**src/rtl/jk_count_ctrl.sv**
```systemverilog
`default_nettype none
// ============================================================================
//  Module      : jk_count_ctrl
//  Description : Sequencing controller for an external W-bit JK flip-flop bank.
//                Drives per-bit j/k so the bank loads, counts up/down modulo a
//                programmable modulus, pauses, or stops after one wrap.
//  Revision    : 1.0 - initial release
// ============================================================================
module jk_count_ctrl #(
    parameter int W = 3
) (
    input  logic         clk,
    input  logic         rst,
    input  logic         start,
    input  logic         stop,
    input  logic         load_en,
    input  logic [W-1:0] load_val,
    input  logic         up,
    input  logic [W-1:0] modulus,
    input  logic         oneshot,
    input  logic         step_en,
    input  logic [W-1:0] q_in,
    output logic [W-1:0] j,
    output logic [W-1:0] k,
    output logic         busy,
    output logic         tc,
    output logic         done
);

    typedef enum logic [1:0] {
        S_IDLE = 2'd0,
        S_LOAD = 2'd1,
        S_RUN  = 2'd2,
        S_DONE = 2'd3
    } state_t;

    localparam logic [W-1:0] c_ZERO = '0;
    localparam logic [W-1:0] c_ONES = '1;
    localparam logic [W-1:0] c_ONE  = W'(1);

    state_t       r_state_q;
    state_t       w_state_d;
    logic         r_done_q;
    logic         w_done_d;
    logic         r_pend_q;   // start seen together with the accepted load
    logic         w_pend_d;

    logic         w_mod_zero;
    logic [W-1:0] w_last;
    logic         w_above;
    logic [W-1:0] w_up_next;
    logic [W-1:0] w_dn_next;
    logic [W-1:0] w_step_next;
    logic [W-1:0] w_term;
    logic         w_at_term;
    logic [W-1:0] w_target;
    logic         w_tc;
    logic         w_busy;

    // Modulus 0 stands for 2^W, whose last value is all ones.
    assign w_mod_zero  = (modulus == c_ZERO);
    assign w_last      = w_mod_zero ? c_ONES : (modulus - c_ONE);
    assign w_above     = !w_mod_zero && (q_in >= modulus);

    assign w_up_next   = (q_in >= w_last) ? c_ZERO : (q_in + c_ONE);
    assign w_dn_next   = ((q_in == c_ZERO) || w_above) ? w_last : (q_in - c_ONE);
    assign w_step_next = up ? w_up_next : w_dn_next;

    assign w_term      = up ? w_last : c_ZERO;
    assign w_at_term   = (q_in == w_term);

    always_comb begin
        w_state_d = r_state_q;
        w_done_d  = r_done_q;
        w_pend_d  = r_pend_q;
        w_target  = q_in;
        w_tc      = 1'b0;
        w_busy    = 1'b0;

        case (r_state_q)
            S_IDLE: begin
                if (load_en) begin
                    w_state_d = S_LOAD;
                    w_pend_d  = start;
                end else if (start) begin
                    w_state_d = S_RUN;
                end
            end
            S_LOAD: begin
                w_busy    = 1'b1;
                w_target  = load_val;
                w_state_d = r_pend_q ? S_RUN : S_IDLE;
                w_pend_d  = 1'b0;
            end
            S_RUN: begin
                w_busy = 1'b1;
                w_tc   = step_en && w_at_term;
                if (stop) begin
                    w_state_d = S_IDLE;
                end else if (step_en) begin
                    w_target = w_step_next;
                    if (w_at_term && oneshot) begin
                        w_state_d = S_DONE;
                        w_done_d  = 1'b1;
                    end
                end
            end
            S_DONE: begin
                if (load_en) begin
                    w_state_d = S_LOAD;
                    w_pend_d  = start;
                    w_done_d  = 1'b0;
                end else if (start) begin
                    w_state_d = S_RUN;
                    w_done_d  = 1'b0;
                end
            end
            default: begin
                w_state_d = S_IDLE;
                w_done_d  = 1'b0;
                w_pend_d  = 1'b0;
            end
        endcase
    end

    // Toggle exactly the bits that differ; everything else holds.
    assign j    = q_in ^ w_target;
    assign k    = q_in ^ w_target;
    assign tc   = w_tc;
    assign busy = w_busy;
    assign done = r_done_q;

    always_ff @(posedge clk) begin
        if (rst) begin
            r_state_q <= S_IDLE;
            r_done_q  <= 1'b0;
            r_pend_q  <= 1'b0;
        end else begin
            r_state_q <= w_state_d;
            r_done_q  <= w_done_d;
            r_pend_q  <= w_pend_d;
        end
    end

endmodule
`default_nettype wire

```
**config.mk**
```make
export PLATFORM = sky130hd
export DESIGN_NAME = jk_count_ctrl
export DESIGN_NICKNAME = d
export VERILOG_FILES = /design/src/rtl/jk_count_ctrl.sv
export SDC_FILE = /design/constraint.sdc
export NUM_CORES = 1
export LEC_CHECK = 0
export BUFFER_PORTS_ARGS = -buffer_cell sky130_fd_sc_hd__clkbuf_2
export CORE_MARGIN = 2
export CORE_UTILIZATION = 30
export CTS_CLUSTER_DIAMETER = 50
export DETAILED_ROUTE_END_ITERATION = 6
export PLACE_DENSITY_LB_ADDON = 0.08
export SETUP_SLACK_MARGIN = 0.3
export SLEW_MARGIN = 25
export SYNTH_ARGS = -nofsm -noshare
export SYNTH_HDL_FRONTEND = slang
export SYNTH_SLANG_ARGS = --single-unit
```
**constraint.sdc**
```tcl
create_clock -name clk -period 2.85 [get_ports clk]
set_input_delay 0.57 -clock clk [delete_from_list [all_inputs] [get_ports clk]]
set_output_delay 0.57 -clock clk [all_outputs]
set_load 0.01 [all_outputs]
```
# Word-level counts from Yosys, hierarchy flattened
# Index checks and enable logic that the tools add are counted.
# op_classes
n_lt_le_gt_ge	2
div	0
eq_ne	12
n_addsub	3
reduce_logical	15
bitwise	1
mul	0
n_shift	0
mux	25
# op_table
op	count
$mux W3	7
$mux W2	6
$ne A3 B3 Y1 const B	3
$mux W1	8
$ge A3 B3 Y1	2
$logic_not A3 Y1	2
$ne A2 B2 Y1 const B	3
$pmux W2 S3	1
$pmux W3 S2	1
$sub A3 B1 Y3 const B	2
$reduce_and A5 Y1	1
$eq A2 B2 Y1 const B	2
$pmux W1 S2	2
$reduce_bool A2 Y1	2
$reduce_or A2 Y1	2
$add A3 B1 Y3 const B	1
$eq A3 B3 Y1	1
$logic_and A1 B1 Y1	3
$ne A3 B1 Y1 const B	1
$reduce_and A3 Y1	1
$xor A3 B3 Y3	1
$eq A2 B1 Y1 const B	1
$logic_not A2 Y1	1
$ne A2 B1 Y1 const B	1
other kinds (3)	3
# word_totals
input_bits	17
romBits	0
ff_bits	4
n_memories	0
mem_bits_rw	0
latch_bits	0

# Longest topological paths before layout
# Gate-level depths: netlist of run 1.
# logic_depth
word_depth	10
ltp_mapped	11
depth_no_buf	10

# Worst setup path before layout of run 1
# Ideal clock, no wire load.
# synth_path
path_kind	input port to output port
start	input q_in[0]
end	output k[2]
stages	9
slack_ps	-419
arrival_time_ps	2699
path_buffers	2
cell_sequence	clkbuf_1 inv_1 ha_1 nand2b_1 a2111oi_2 o311a_1 a21oi_1 a311oi_1 buf_4
# synth_between
elab_chain_len	9
elab_cells_between_ends	14
classes_between	2 x add/sub; 2 x order compare; 6 x mux; 1 x bitwise; 3 x reduce/logical
# synth_rtl
item	line	rtl
start: declaration	22	input logic [W-1:0] q_in,
$ge A3 B3 Y1	63	assign w_above = !w_mod_zero && (q_in >= modulus);
$logic_and A1 B1 Y1	63	
$logic_or A1 B1 Y1	66	assign w_dn_next = ((q_in == c_ZERO) || w_above) ? w_last : (q_in - c_ONE);
$mux W3	66	
$mux W3 (*)	67	assign w_step_next = up ? w_up_next : w_dn_next;
$mux W3 (*)	100	end else if (step_en) begin
$mux W3 (*)	98	if (stop) begin
$pmux W3 S2 (*)	80	case (r_state_q)
$xor A3 B3 Y3 (*)	--	
end: declaration	24	output logic [W-1:0] k,
# Every way passes the cells marked *; elsewhere a longest branch is shown, timed or not.

# Worst setup path after layout of run 1
# layout_path
start	input modulus[1]
end	output j[1]
# layout_between
elab_chain_len	10
elab_cells_between_ends	15
classes_between	1 x add/sub; 2 x order compare; 7 x mux; 1 x bitwise; 4 x reduce/logical
# layout_rtl
item	line	rtl
start: declaration	19	input logic [W-1:0] modulus,
branches (longest 5 deep; another with $sub A3 B1 Y3)	--	
$mux W3 (*)	67	
$mux W3 (*)	100	
$mux W3 (*)	98	
$pmux W3 S2 (*)	80	
$xor A3 B3 Y3 (*)	127	assign j = q_in ^ w_target;
end: declaration	23	output logic [W-1:0] j,
# Every way passes the cells marked *.

==> results of run 1 <==
-- sequential cells by signal, summed over array words and instances (netlist names) --
register,cells
r_state_q,2
done,1
r_pend_q,1
-- layout make-up --
type,instances,area (µm²),area share
multi-input cells,112,942.2,0.6565
clock buffers,3,22.52,0.01569
well taps,44,55.05,0.03836
flip-flops and latches,4,80.08,0.05580
repair buffers,41,275.3,0.1918
inverters,10,60.06,0.04185
-- power by group through the flow --
| stage | Sequential (mW) | Clock, mW | Combinational, mW |
|---|---|---|---|
| 3_3_place_gp | 0.0766 | 0 | 0.361 |
| 3_5_place_dp | 0.0770 | 0 | 0.363 |
| 6_report | 0.0765 | 0.0734 | 0.387 |
| 2_1_floorplan | 0.0742 | 0 | 0.273 |
| 5_1_grt | 0.0778 | 0.0814 | 0.433 |
| 4_1_cts | 0.0760 | 0.0758 | 0.382 |
-- through the flow --
stage / setup TNS [ns] / hold WS, ns / cell area, µm²
2_1_floorplan: -0.08312 / 0.4541 / 1079
3_3_place_gp: -1.336 / 0.4896 / 1308
3_5_place_dp: -1.489 / 0.4981 / 1308
4_1_cts: -0.8741 / 0.5071 / 1411
5_1_grt: -1.360 / 0.5372 / 1435
6_report: -0.8117 / 0.5053 / 1435
-- layer usage --
layer,GRT usage,part of all wire,vias up
met5,0,0,-
met1,0.2378,0.50,483
li1,-,-,564
met4,0.01905,0,0
met2,0.2686,0.45,29
met3,0.03680,0.052,0
-- synthesized netlist by cell type, types with 2 or more instances --
cell	number	share of area
a2bb2oi_1	2	0.018
a211oi_1	3	0.024
o21ai_0	6	0.032
clkbuf_1	3	0.012
a31oi_1	4	0.026
xnor2_1	2	0.018
nor2b_1	4	0.026
inv_1	10	0.040
nand2b_1	3	0.020
o2111ai_1	2	0.018
nand4_1	2	0.013
ha_1	14	0.18
nor2_1	15	0.059
a211o_1	2	0.018
nand2_1	14	0.055
a311o_1	2	0.021
dfxtp_1	4	0.084
a21oi_1	7	0.037
nand3_1	3	0.016
a31o_1	2	0.018
and3_1	2	0.013
buf_4	3	0.024
-- path summary, 6_finish.rpt --
kind | cells after the start | slack (ns) | end | start
setup / recovery | 12 | -0.16 | j[1] | modulus[1]
hold / removal | 2 | 0.51 | r_pend_q | r_pend_q
setup reg to reg | 7 | 0.65 | r_state_q[1] | r_state_q[0]
hold reg to reg | 2 | 0.51 | r_pend_q | r_pend_q
-- cells in the final DEF (no fill, tap or decap), drive strengths merged, types with 4 or more instances in the layout --
master and count:
buf 21, nor2b 4, inv 10, o21ai 7, nand2b 4, a31oi 4, nand2 14, nor2 15
dfxtp 4, ha 14, clkbuf 23, a21oi 7
-- critical path, cell delays in order --
cell,delay [ns]
clkbuf_16,0.12
inv_12,0.03
ha_4,0.14
or3_4,0.40
nand2_4,0.08
ha_4,0.15
nand2_4,0.06
o2111ai_2,0.16
o21ai_1,0.07
a31oi_1,0.20
mux2_4,0.32
clkbuf_2,0.13
-- what timing repair did --
item	4_1_cts	5_1_grt
setup buffers	1	0
resized for setup	11	9
pin swaps	12	5
hold endpoints to repair	0	0
setup endpoints to repair	7	7
-- cells by family after synthesis --
family                   share of synthesized area
adder cells (fa/ha/maj)                     0.1845
AND/OR/NAND/NOR                             0.2938
XOR/XNOR                                   0.02767
flip-flops                                 0.08432
AO/OA/AOI/OAI                               0.3057
buffers and inverters                      0.08037
multiplexers                               0.02371
==> reports/metrics.json, run 1 <==
{
  "sta": {
    "setup_viol": 6,
    "final_worst_path_period_share": 1.055,
    "relative_slew_margins": 0.7180,
    "grt_setup_unrepaired": "true",
    "maxSlewViolCount": 0,
    "timing.final.ws_setup_ns": -0.1576,
    "final_period_minus_worst_setup_slack_ns": 3.008,
    "finalHoldViolations": 0,
    "max_clock_freq_ghz": 0.3325,
    "worst_slew_pin_slew_ns": 0.4221,
    "final.setup_skew_ns": 0.006324
  },
  "logic_synthesis": {
    "netlist_instances": 133,
    "avgSynthCellArea_um2": 7.140,
    "yosys_warnings": 0,
    "postSynthRegisterBits": 4,
    "dominantRegCellSynth": "dfxtp_1",
    "synth.lib_cells_used.distinct": 46,
    "sequential_to_total_area_share_from_yosys_stat": 0.08432,
    "syn_nets": 164,
    "synth_async_sr_flop_share": 0,
    "cell_area_after_synthesis_um2": 949.7,
    "count_of_flip_flops_with_a_built_in_enable_after_synthesis": 0
  },
  "clock_network": {
    "cts.root.buffer_cell": "clkbuf_4",
    "cts.sinks": 4,
    "clk-insertion-delay-late_ns": 0.24,
    "cts_tree": "built",
    "holdBufCountCts": 0,
    "clk_buf_depth": 2,
    "cts_made_buffers": 3,
    "clkTransAtPathRegs_ns": 0.04,
    "htree_levels": 1
  },
  "grt": {
    "grt_first_pass_wirelength_um": 4609,
    "grt_usage": 0.1684,
    "grt_max_degree": 11,
    "gr-total-overflow": 0,
    "grt_pass1_vias": 1020,
    "antenna_found_initial": 0
  },
  "pwr": {
    "total_power_mw": 0.5370,
    "p_sw_mw": 0.2455,
    "clock_power_share": 0.137,
    "share_comb_of_total_power": 0.721,
    "sw_ratio": 0.4572,
    "leakagePower_nw": 0.6525,
    "vdd_ir_drop_max_uv": 194.1,
    "pwr_density_cell_nw_per_um2": 374.2,
    "internal_power_mw": 0.2915,
    "share_seq_of_total_power": 0.142
  },
  "routing": {
    "routed_wirelength_um": 2812,
    "final_antenna_net_count": 0,
    "dr.first_iter.drc_count": 50,
    "firstDrtPassIters": 4,
    "post-route-drc-count": 0,
    "wl_per_cell_um": 13.14,
    "viasPerCell": 5.028,
    "via_count": 1076
  },
  "layout": {
    "finish.cell_count_without_fillers": 214,
    "fillCellCount": 308,
    "insertedDiodeCount": 0,
    "fin_util": 0.4740,
    "drive_above_1_share": 0.4235,
    "finalNetCount": 203,
    "area_growth_syn_to_layout_pct": 51.12
  },
  "setup_path": {
    "crit_type": "input port to primary output",
    "required_ns": 2.28,
    "worst_ep_arrival_time_ns": 2.44,
    "crit_fanout": 3,
    "setup.worst_path.end_class": "primary output",
    "worst_setup_path_start_kind": "input port"
  },
  "die": {
    "total_i_o_pin_count": 26,
    "dieWidth_um": 60.27,
    "floorplan.die_area_um2": 3632,
    "area_of_the_placeable_core_um2": 3028,
    "start_util": 0.3136,
    "std_cell_rows": 20,
    "die_height_um": 60.27
  },
  "outcome": {
    "status": "finished with violations",
    "violations": "setup timing"
  },
  "placed_design": {
    "port_buffers": 25,
    "post-place-ws_ns": -0.2646,
    "gp_congestion": 0.8508,
    "post-dp-hpwl_um": 2306,
    "place_inst": 210
  },
  "hold_path": {
    "worstHoldPathType": "flip-flop to flip-flop"
  },
  "run": {
    "max-cap-violations": 0
  }
}
(Power assumes the default switching activity.)
==> run 2, diff against run 1 <==
--- a/config.mk
+++ b/config.mk
@@ -10,9 +10,11 @@
 export CORE_UTILIZATION = 30
 export CTS_CLUSTER_DIAMETER = 50
 export DETAILED_ROUTE_END_ITERATION = 6
+export MAX_ROUTING_LAYER = met4
 export PLACE_DENSITY_LB_ADDON = 0.08
 export SETUP_SLACK_MARGIN = 0.3
 export SLEW_MARGIN = 25
 export SYNTH_ARGS = -nofsm -noshare
 export SYNTH_HDL_FRONTEND = slang
 export SYNTH_SLANG_ARGS = --single-unit
+export TNS_END_PERCENT = 5
==> reports/metrics.json, run 2 (synthesized netlist as in run 1, its figures left out) <==
{
  "clock_network": {
    "clk-insertion-delay-late_ns": 0.25,
    "cts_tree": "built",
    "clk_buf_depth": 2,
    "cts.sinks": 4,
    "holdBufCountCts": 0,
    "cts.root.buffer_cell": "clkbuf_4",
    "htree_levels": 1,
    "cts_made_buffers": 3,
    "clkTransAtPathRegs_ns": 0.04
  },
  "hold_path": {
    "min_delay_path_depth": 2,
    "worstHoldPathType": "flip-flop to flip-flop",
    "worst_hold_path.endpoint": "r_pend_q",
    "min_delay_src": "r_pend_q"
  },
  "grt": {
    "grt_first_pass_wirelength_um": 4671,
    "grt_usage": 0.1748,
    "grt_max_degree": 11,
    "grt_pass1_vias": 1087,
    "antenna_found_initial": 0,
    "gr-total-overflow": 0
  },
  "die": {
    "die_height_um": 60.27,
    "std_cell_rows": 20,
    "dieWidth_um": 60.27,
    "area_of_the_placeable_core_um2": 3028,
    "total_i_o_pin_count": 26,
    "floorplan.die_area_um2": 3632,
    "start_util": 0.3136
  },
  "layout": {
    "largest-register": "r_state_q",
    "largest_register_ff_count": 2,
    "most_used_cells_in_the_layout_excluding_fill_and_tap_cells": "clkbuf_2 (20), buf_4 (18), nor2_1 (15), nand2_1 (11), ha_1 (9)",
    "area_growth_syn_to_layout_pct": 50.72,
    "insertedDiodeCount": 0,
    "drive_above_1_share": 0.4220,
    "fin_util": 0.4727,
    "finalNetCount": 206,
    "layout.cells.most_common": "clkbuf_2"
  },
  "pwr": {
    "pwr_density_cell_nw_per_um2": 376.2,
    "clock_power_share": 0.144,
    "leakagePower_nw": 0.6645,
    "vdd_ir_drop_max_uv": 174.9,
    "share_comb_of_total_power": 0.715,
    "internal_power_mw": 0.2917,
    "total_power_mw": 0.5385,
    "share_seq_of_total_power": 0.142,
    "sw_ratio": 0.4584,
    "p_sw_mw": 0.2468
  },
  "placed_design": {
    "gp_congestion": 0.8984,
    "post-dp-hpwl_um": 2247,
    "post-place-ws_ns": -0.2999,
    "port_buffers": 25
  },
  "sta": {
    "setup_viol": 6,
    "relative_slew_margins": 0.7441,
    "final_period_minus_worst_setup_slack_ns": 2.986,
    "final.setup_skew_ns": 0.003391,
    "max_clock_freq_ghz": 0.3349,
    "timing.final.ws_setup_ns": -0.1359,
    "finalHoldViolations": 0,
    "final_worst_path_period_share": 1.048,
    "worst_slew_pin_slew_ns": 0.3838,
    "maxSlewViolCount": 0,
    "fin_worst_hold_slack_ns": 0.4912,
    "grt_setup_unrepaired": "true"
  },
  "setup_path": {
    "worst_setup_path_start_kind": "input port",
    "crit_fanout": 3,
    "crit_type": "input port to primary output",
    "required_ns": 2.28,
    "reg2reg_setup_slack_ns": 0.68,
    "r2r.worst_path.cells": 7,
    "r2r_end": "r_state_q[1]",
    "worst_ep_arrival_time_ns": 2.42,
    "setup.worst_path.end_class": "primary output",
    "timing.rr.start": "r_state_q[0]"
  },
  "routing": {
    "via_count": 1131,
    "final_antenna_net_count": 0,
    "viasPerCell": 5.212,
    "wl_per_cell_um": 12.74,
    "post-route-drc-count": 0,
    "firstDrtPassIters": 4,
    "routed_wirelength_um": 2764,
    "dr.first_iter.drc_count": 63
  },
  "run": {
    "max-cap-violations": 0
  },
  "outcome": {
    "violations": "setup timing",
    "status": "finished with violations"
  }
}
==> run 2: final cells by class <==
cell class	instances	area (µm²)
Fill cell	301	1597
Multi-Input combinational cell	112	917.1
Timing Repair Buffer	44	301.5
Sequential cell	4	80.08
Inverter	10	55.05
Tap cell	44	55.05
Clock buffer	3	22.52
==> run 2: worst max path at each step <==
stage	from	to	slack, ns	cells past startpoint
floorplan	modulus[1]	k[2]	-0.05	11
global placement	modulus[1]	k[1]	-0.25	12
detailed placement	modulus[1]	j[1]	-0.30	12
CTS	modulus[0]	k[2]	-0.17	12
global route	modulus[1]	k[0]	-0.22	9
finish	modulus[1]	j[1]	-0.14	12
==> run 2: worst max-delay path: stages <==
cell	delay, ns
clkbuf_16	0.12
inv_12	0.03
ha_4	0.15
or3_4	0.38
nand2_4	0.08
ha_4	0.14
nand2_4	0.05
o2111ai_2	0.16
o21ai_1	0.08
a31oi_1	0.20
mux2_4	0.32
clkbuf_2	0.13
==> run 2: stage by stage <==
| step | cells | area [µm²] | TNS [ns] |
|---|---|---|---|
| floorplan | 133 | 1030 | -0.1461 |
| global placement | 213 | 1305 | -1.339 |
| detailed placement | 213 | 1305 | -1.414 |
| CTS | 217 | 1420 | -0.8600 |
| global route | 217 | 1431 | -1.265 |
| finish | 217 | 1431 | -0.6535 |
==> run 2: power by group through the flow <==
stage                     Sequential (mW)  Clock, mW  Combinational [mW]
after floorplan                    0.0742          0               0.262
after global placement             0.0764          0               0.358
after detailed placement           0.0765          0               0.359
after CTS                          0.0757     0.0791               0.381
after global routing               0.0775     0.0854               0.431
final                              0.0762     0.0775               0.385
==> run 2: metal layers <==
metal	GRT usage	vias up	routed length [µm]
li1	-	568	-
met1	0.2177	524	1340
met2	0.2764	32	1263
met3	0.04113	7	120
met4	0.05714	0	40
met5	-	-	0
==> run 2: what timing repair did <==
| item | in CTS | in global routing |
|---|---|---|
| buffers inserted | 1 | 0 |
| gates resized for setup | 14 | 7 |
| setup endpoints to repair | 7 | 7 |
| cloned | 0 | 0 |
| pin swaps | 12 | 7 |
